<file path="src/rtl/uart_pkg.sv">
// Shared types and constants for the FIFO-fed UART transmitter.
// Provides the TX state encoding and the default baud divider.
package uart_pkg;

  typedef enum logic [1:0] {
    IDLE,
    START,
    DATA,
    STOP
  } uart_tx_state_t;

  // 100 MHz PCLK / 115200 baud
  localparam int unsigned BAUD_DIV_DEF = 868;

endpackage

</file>
<file path="src/rtl/baud_tick_gen.sv">
// Bit-period counter: counts 0..BAUD_DIV-1, tick on the last count.
// Ports: PCLK, PRESETn (async low), clr (sync restart), tick (out).
module baud_tick_gen
  import uart_pkg::*;
#(
  parameter int unsigned BAUD_DIV = BAUD_DIV_DEF
) (
  input  logic PCLK,
  input  logic PRESETn,
  input  logic clr,
  output logic tick
);

  localparam int unsigned CW = $clog2(BAUD_DIV);
  localparam logic [CW-1:0] LAST = CW'(BAUD_DIV - 1);

  logic [CW-1:0] baud_cnt;

  always_ff @(posedge PCLK or negedge PRESETn) begin
    if (!PRESETn) begin
      baud_cnt <= '0;
    end else if (clr || baud_cnt == LAST) begin
      baud_cnt <= '0;
    end else begin
      baud_cnt <= baud_cnt + CW'(1);
    end
  end

  assign tick = (baud_cnt == LAST);

endmodule

</file>
<file path="src/rtl/fifo_uart_tx.sv">
// Drains a show-ahead FIFO and sends each byte as an 8N1/8N2 frame.
// Ports: PCLK, PRESETn, en, fifo_empty, fifo_rdata, fifo_rd_en, tx, tx_busy, tx_done.
module fifo_uart_tx
  import uart_pkg::*;
#(
  parameter int unsigned BAUD_DIV  = BAUD_DIV_DEF,
  parameter int unsigned DATA_BITS = 8,
  parameter int unsigned STOP_BITS = 1
) (
  input  logic                 PCLK,
  input  logic                 PRESETn,
  input  logic                 en,
  input  logic                 fifo_empty,
  input  logic [DATA_BITS-1:0] fifo_rdata,
  output logic                 fifo_rd_en,
  output logic                 tx,
  output logic                 tx_busy,
  output logic                 tx_done
);

  localparam int unsigned BW = $clog2(DATA_BITS + 1);
  localparam logic [BW-1:0] LAST_DATA = BW'(DATA_BITS - 1);
  localparam logic [BW-1:0] LAST_STOP = BW'(STOP_BITS - 1);

  uart_tx_state_t       state;
  logic [DATA_BITS-1:0] shift_reg;
  logic [DATA_BITS-1:0] shift_nxt;
  logic [BW-1:0]        bit_cnt;
  logic                 tick;
  logic                 last_stop;
  logic                 pop;

  baud_tick_gen #(
    .BAUD_DIV(BAUD_DIV)
  ) u_baud (
    .PCLK   (PCLK),
    .PRESETn(PRESETn),
    .clr    (pop),
    .tick   (tick)
  );

  assign shift_nxt = shift_reg >> 1;
  assign last_stop = (state == STOP) && tick
                  && (bit_cnt == LAST_STOP);

  // Reset gates the pop so a non-empty FIFO is never drained in reset.
  assign pop = PRESETn && en && !fifo_empty
            && ((state == IDLE) || last_stop);
  assign fifo_rd_en = pop;

  always_ff @(posedge PCLK or negedge PRESETn) begin
    if (!PRESETn) begin
      state     <= IDLE;
      shift_reg <= '0;
      bit_cnt   <= '0;
      tx        <= 1'b1;
      tx_busy   <= 1'b0;
      tx_done   <= 1'b0;
    end else begin
      tx_done <= 1'b0;
      if (pop) begin
        // Also covers back-to-back: finishing frame still reports done.
        shift_reg <= fifo_rdata;
        bit_cnt   <= '0;
        state     <= START;
        tx        <= 1'b0;
        tx_busy   <= 1'b1;
        tx_done   <= last_stop;
      end else begin
        unique case (state)
          IDLE: begin
          end
          START: begin
            if (tick) begin
              state <= DATA;
              tx    <= shift_reg[0];
            end
          end
          DATA: begin
            if (tick) begin
              shift_reg <= shift_nxt;
              if (bit_cnt == LAST_DATA) begin
                state   <= STOP;
                bit_cnt <= '0;
                tx      <= 1'b1;
              end else begin
                bit_cnt <= bit_cnt + BW'(1);
                tx      <= shift_nxt[0];
              end
            end
          end
          STOP: begin
            if (tick) begin
              if (bit_cnt == LAST_STOP) begin
                state   <= IDLE;
                tx_busy <= 1'b0;
                tx_done <= 1'b1;
                tx      <= 1'b1;
              end else begin
                bit_cnt <= bit_cnt + BW'(1);
              end
            end
          end
        endcase
      end
    end
  end

endmodule
</file>
<file path="config.mk">
export PLATFORM = sky130hd
export DESIGN_NAME = fifo_uart_tx
export DESIGN_NICKNAME = d
export VERILOG_FILES = /design/src/rtl/uart_pkg.sv /design/src/rtl/baud_tick_gen.sv /design/src/rtl/fifo_uart_tx.sv
export SDC_FILE = /design/constraint.sdc
export NUM_CORES = 1
export LEC_CHECK = 0
export ABC_CLOCK_PERIOD_IN_PS = 3540
export BUFFER_PORTS_ARGS = -buffer_cell sky130_fd_sc_hd__buf_2
export CAP_MARGIN = 20
export CORE_AREA = 4 4 74 76
export CTS_CLUSTER_SIZE = 14
export DETAILED_ROUTE_END_ITERATION = 7
export DIE_AREA = 0 0 78 80
export PLACE_DENSITY = 0.5
export SLEW_MARGIN = 40
export SYNTH_ARGS = -nofsm -noshare
export SYNTH_HDL_FRONTEND = slang
export SYNTH_SLANG_ARGS = --single-unit
</file>
<file path="constraint.sdc">
create_clock -name PCLK -period 3.54 [get_ports PCLK]
set_clock_uncertainty 0.15 [all_clocks]
set_input_delay 0.354 -clock PCLK [delete_from_list [all_inputs] [get_ports PCLK]]
set_output_delay 0.354 -clock PCLK [all_outputs]
set_load 0.05 [all_outputs]
</file>
==> results_dict.tcl <==
set metrics [dict create \
    crit_arrival_ns 2.41 \
    final_util 0.348 \
    insertion_delay_ns 0.27 \
    cts_buffers 3 \
    syn_nets 158 \
    max_freq_ghz 0.343 \
    syn_avg_cell_area_um2 10.3 \
    finalNonFillerCells 225 \
    wl_per_cell_um 12.5 \
    vias_per_cell 4.60 \
    clockBufferDepth 2 \
    top_layer_used "met4" \
    ys_ff_latch 27 \
    dp_hpwl_um 2140 \
    htreeDepth 1 \
    worstMarginPinSlew_ns 0.651 \
    cpMaxStageDelayCell "ha_1" \
    clockRootBuffer "clkbuf_8" \
    yosys_warnings 0 \
    end_kind "output pin" \
    finalNetCount 178 \
    clkSlewWorstSetupHoldPaths_ns 0.10 \
    diodes 0 \
    criticalPathCategory "reg -> out" \
    max_stage_delay_ns 0.41 \
    period_share 0.823 \
    synthArstFlopShare 1.00 \
    fin_setup_tns_ns 0 \
    io_buffers 15 \
    drtAntennaViolNets 0 \
    pre_cts_ws_ns 0.896 \
    die-area_um2 6240 \
    largest_reg_flops 10 \
    cts.sinks 27 \
    design.core.area_um2 4720 \
    synth_cell_types 40 \
    vias 1035 \
    overflow 0 \
    grt_start_max_net_pins 28 \
    cts_tree "done" \
    antenna_found_initial 0 \
    power_mw 0.497 \
    setup_slack_ns 0.626 \
    fin_crit_ns 2.91 \
    dp_cells 220 \
    wl_met2_um 1360 \
    areaGrowthSynthToFinish_pct 15.2 \
    drive_above_1_share 0.215 \
    finalSetupViolCount 0 \
    startpoint_type "flop" \
    path_cells "ha_1 > nand4bb_4 > nor4_4 > o21ai_0 > buf_4 > inv_1 > buf_2" \
    status "finished, final reports clean" \
    cp_max_fo 12 \
    die_w_um 78 \
    maxSlewHeadroom 0.566 \
    drt_first_iter_violations 34 \
    ir_worst_vdd_mv 0.197 \
    cts.repair.resized 0 \
    slew_viol_final 0 \
    rows 25 \
    ios 16 \
    p_per_area_nw_per_um2 303 \
    wl_met3_um 72 \
    rsz0062_at_grt "false" \
    synthesis.instances 139 \
    ys_seq_area_frac 0.475 \
    drcViolationCount 0 \
    synth_edf_count 0 \
    drt-total-wl_um 2820 \
    fillCellCount 488 \
    grt.total_usage 0.0968 \
    initial_core_util 0.302 \
    ys.flop_type "dfrtp_1" \
    synth_top_cell_area_share 0.457 \
    cp.required_ns 3.04 \
    hold_viol 0 \
    synth_top_cell_by_area "dfrtp_1" \
    place_congestion 0.803 \
    grt_pass1_vias 1034 \
    syn_area_um2 1430 \
    hold_path.class "in -> reg" \
    met1_length_um 1370 \
    grt_pass1_wl_um 4770 \
    cellLeakagePower_nw 0.783 \
    dr.pass1.iters 6 \
    maxCapViolations 0 \
    synth.area.top_cells "dfrtp_1 46%, ha_1 6.1%, inv_1 4.7%" \
    die_h_um 80 \
]
## power by group
part           switching [mW]  total (mW)  leakage [nW]  internal (mW)
Combinational         0.00846      0.0146         0.464        0.00611
Sequential                  0       0.308         0.296          0.308
Clock                  0.0936       0.174        0.0228         0.0806
Total                   0.102       0.497         0.783          0.395
## what timing repair did
action	CTS	global route
hold endpoints to repair	26	0
setup buffers	0	0
hold buffers	1	0
## synthesized netlist by cell type, drive strengths merged, types with 2 or more instances
library cell	instances
dfrtp	26
inv	18
nor2	13
a21oi	11
ha	7
nand3	7
o22ai	7
nand2	6
o21ai	5
xnor2	4
xor2	4
nor4	3
clkbuf	2
o211ai	2
o22a	2
or3	2
## critical path, delay by kind of cell, from the launching register on
kind,cells,cell delay (ns)
buffers and inverters,3,0.71
and+or+nand+nor,2,0.49
adders and majority gates,1,0.41
DFF,1,0.40
AOI/OAI and AO/OA,1,0.11
## stage by stage
step	hold WS, ns	instance area (µm²)
final	0.150	1640
after global routing	0.139	1640
after CTS	0.146	1640
after detailed placement	0.253	1590
after global placement	0.240	1590
after floorplan	-0.0916	1430
## logic make-up (layout without fill, tap and decap cells)
group,after synthesis,after routing,share of synthesized area
compound gates,34,34,0.167
mux,1,1,0.00702
flops,27,27,0.475
xor+xnor,8,8,0.0492
fa+ha+maj,7,7,0.0615
simple gates,41,41,0.184
buf+inv,21,40,0.0562
## routing by layer
layer  vias up  track usage
met2         8        0.159
met4         0       0.0262
met1       501        0.123
met5         -            0
met3         4       0.0293
li1        522            -
## layout by cell type (no fill, tap or decap), types with 2 or more instances in the layout
cell,instances
nand2_1,6
xor2_1,4
nand3_1,7
xnor2_1,4
buf_2,15
ha_1,7
inv_1,18
nor2_1,13
o22ai_1,7
buf_4,2
clkbuf_8,3
o22a_1,2
dfrtp_1,26
a21oi_1,10
nor4_1,2
o21ai_0,5
## area by class of cell
type / count / area (µm²) / area share
clock buffers: 4 / 45.0 / 0.0274
inverters: 18 / 67.6 / 0.0412
multi-input cells: 91 / 668 / 0.407
flip-flops and latches: 27 / 677 / 0.412
well taps: 67 / 83.8 / 0.0511
repair buffers: 18 / 100 / 0.0610
## final timing paths
check / from / endpoint / slack [ns] / depth (start not counted)
setup / recovery: state[0] / fifo_rd_en / 0.63 / 7
hold / removal: fifo_rdata[7] / shift_reg[7] / 0.15 / 2
setup reg to reg: state[0] / shift_reg[4] / 1.00 / 8
hold reg to reg: u_baud.baud_cnt[0] / u_baud.baud_cnt[0] / 0.34 / 1
max in group asynchronous: PRESETn / tx / 2.47 / 3
min in group asynchronous: PRESETn / bit_cnt[0] / 0.46 / 3
Note: power is estimated with default switching activity, not from simulation.
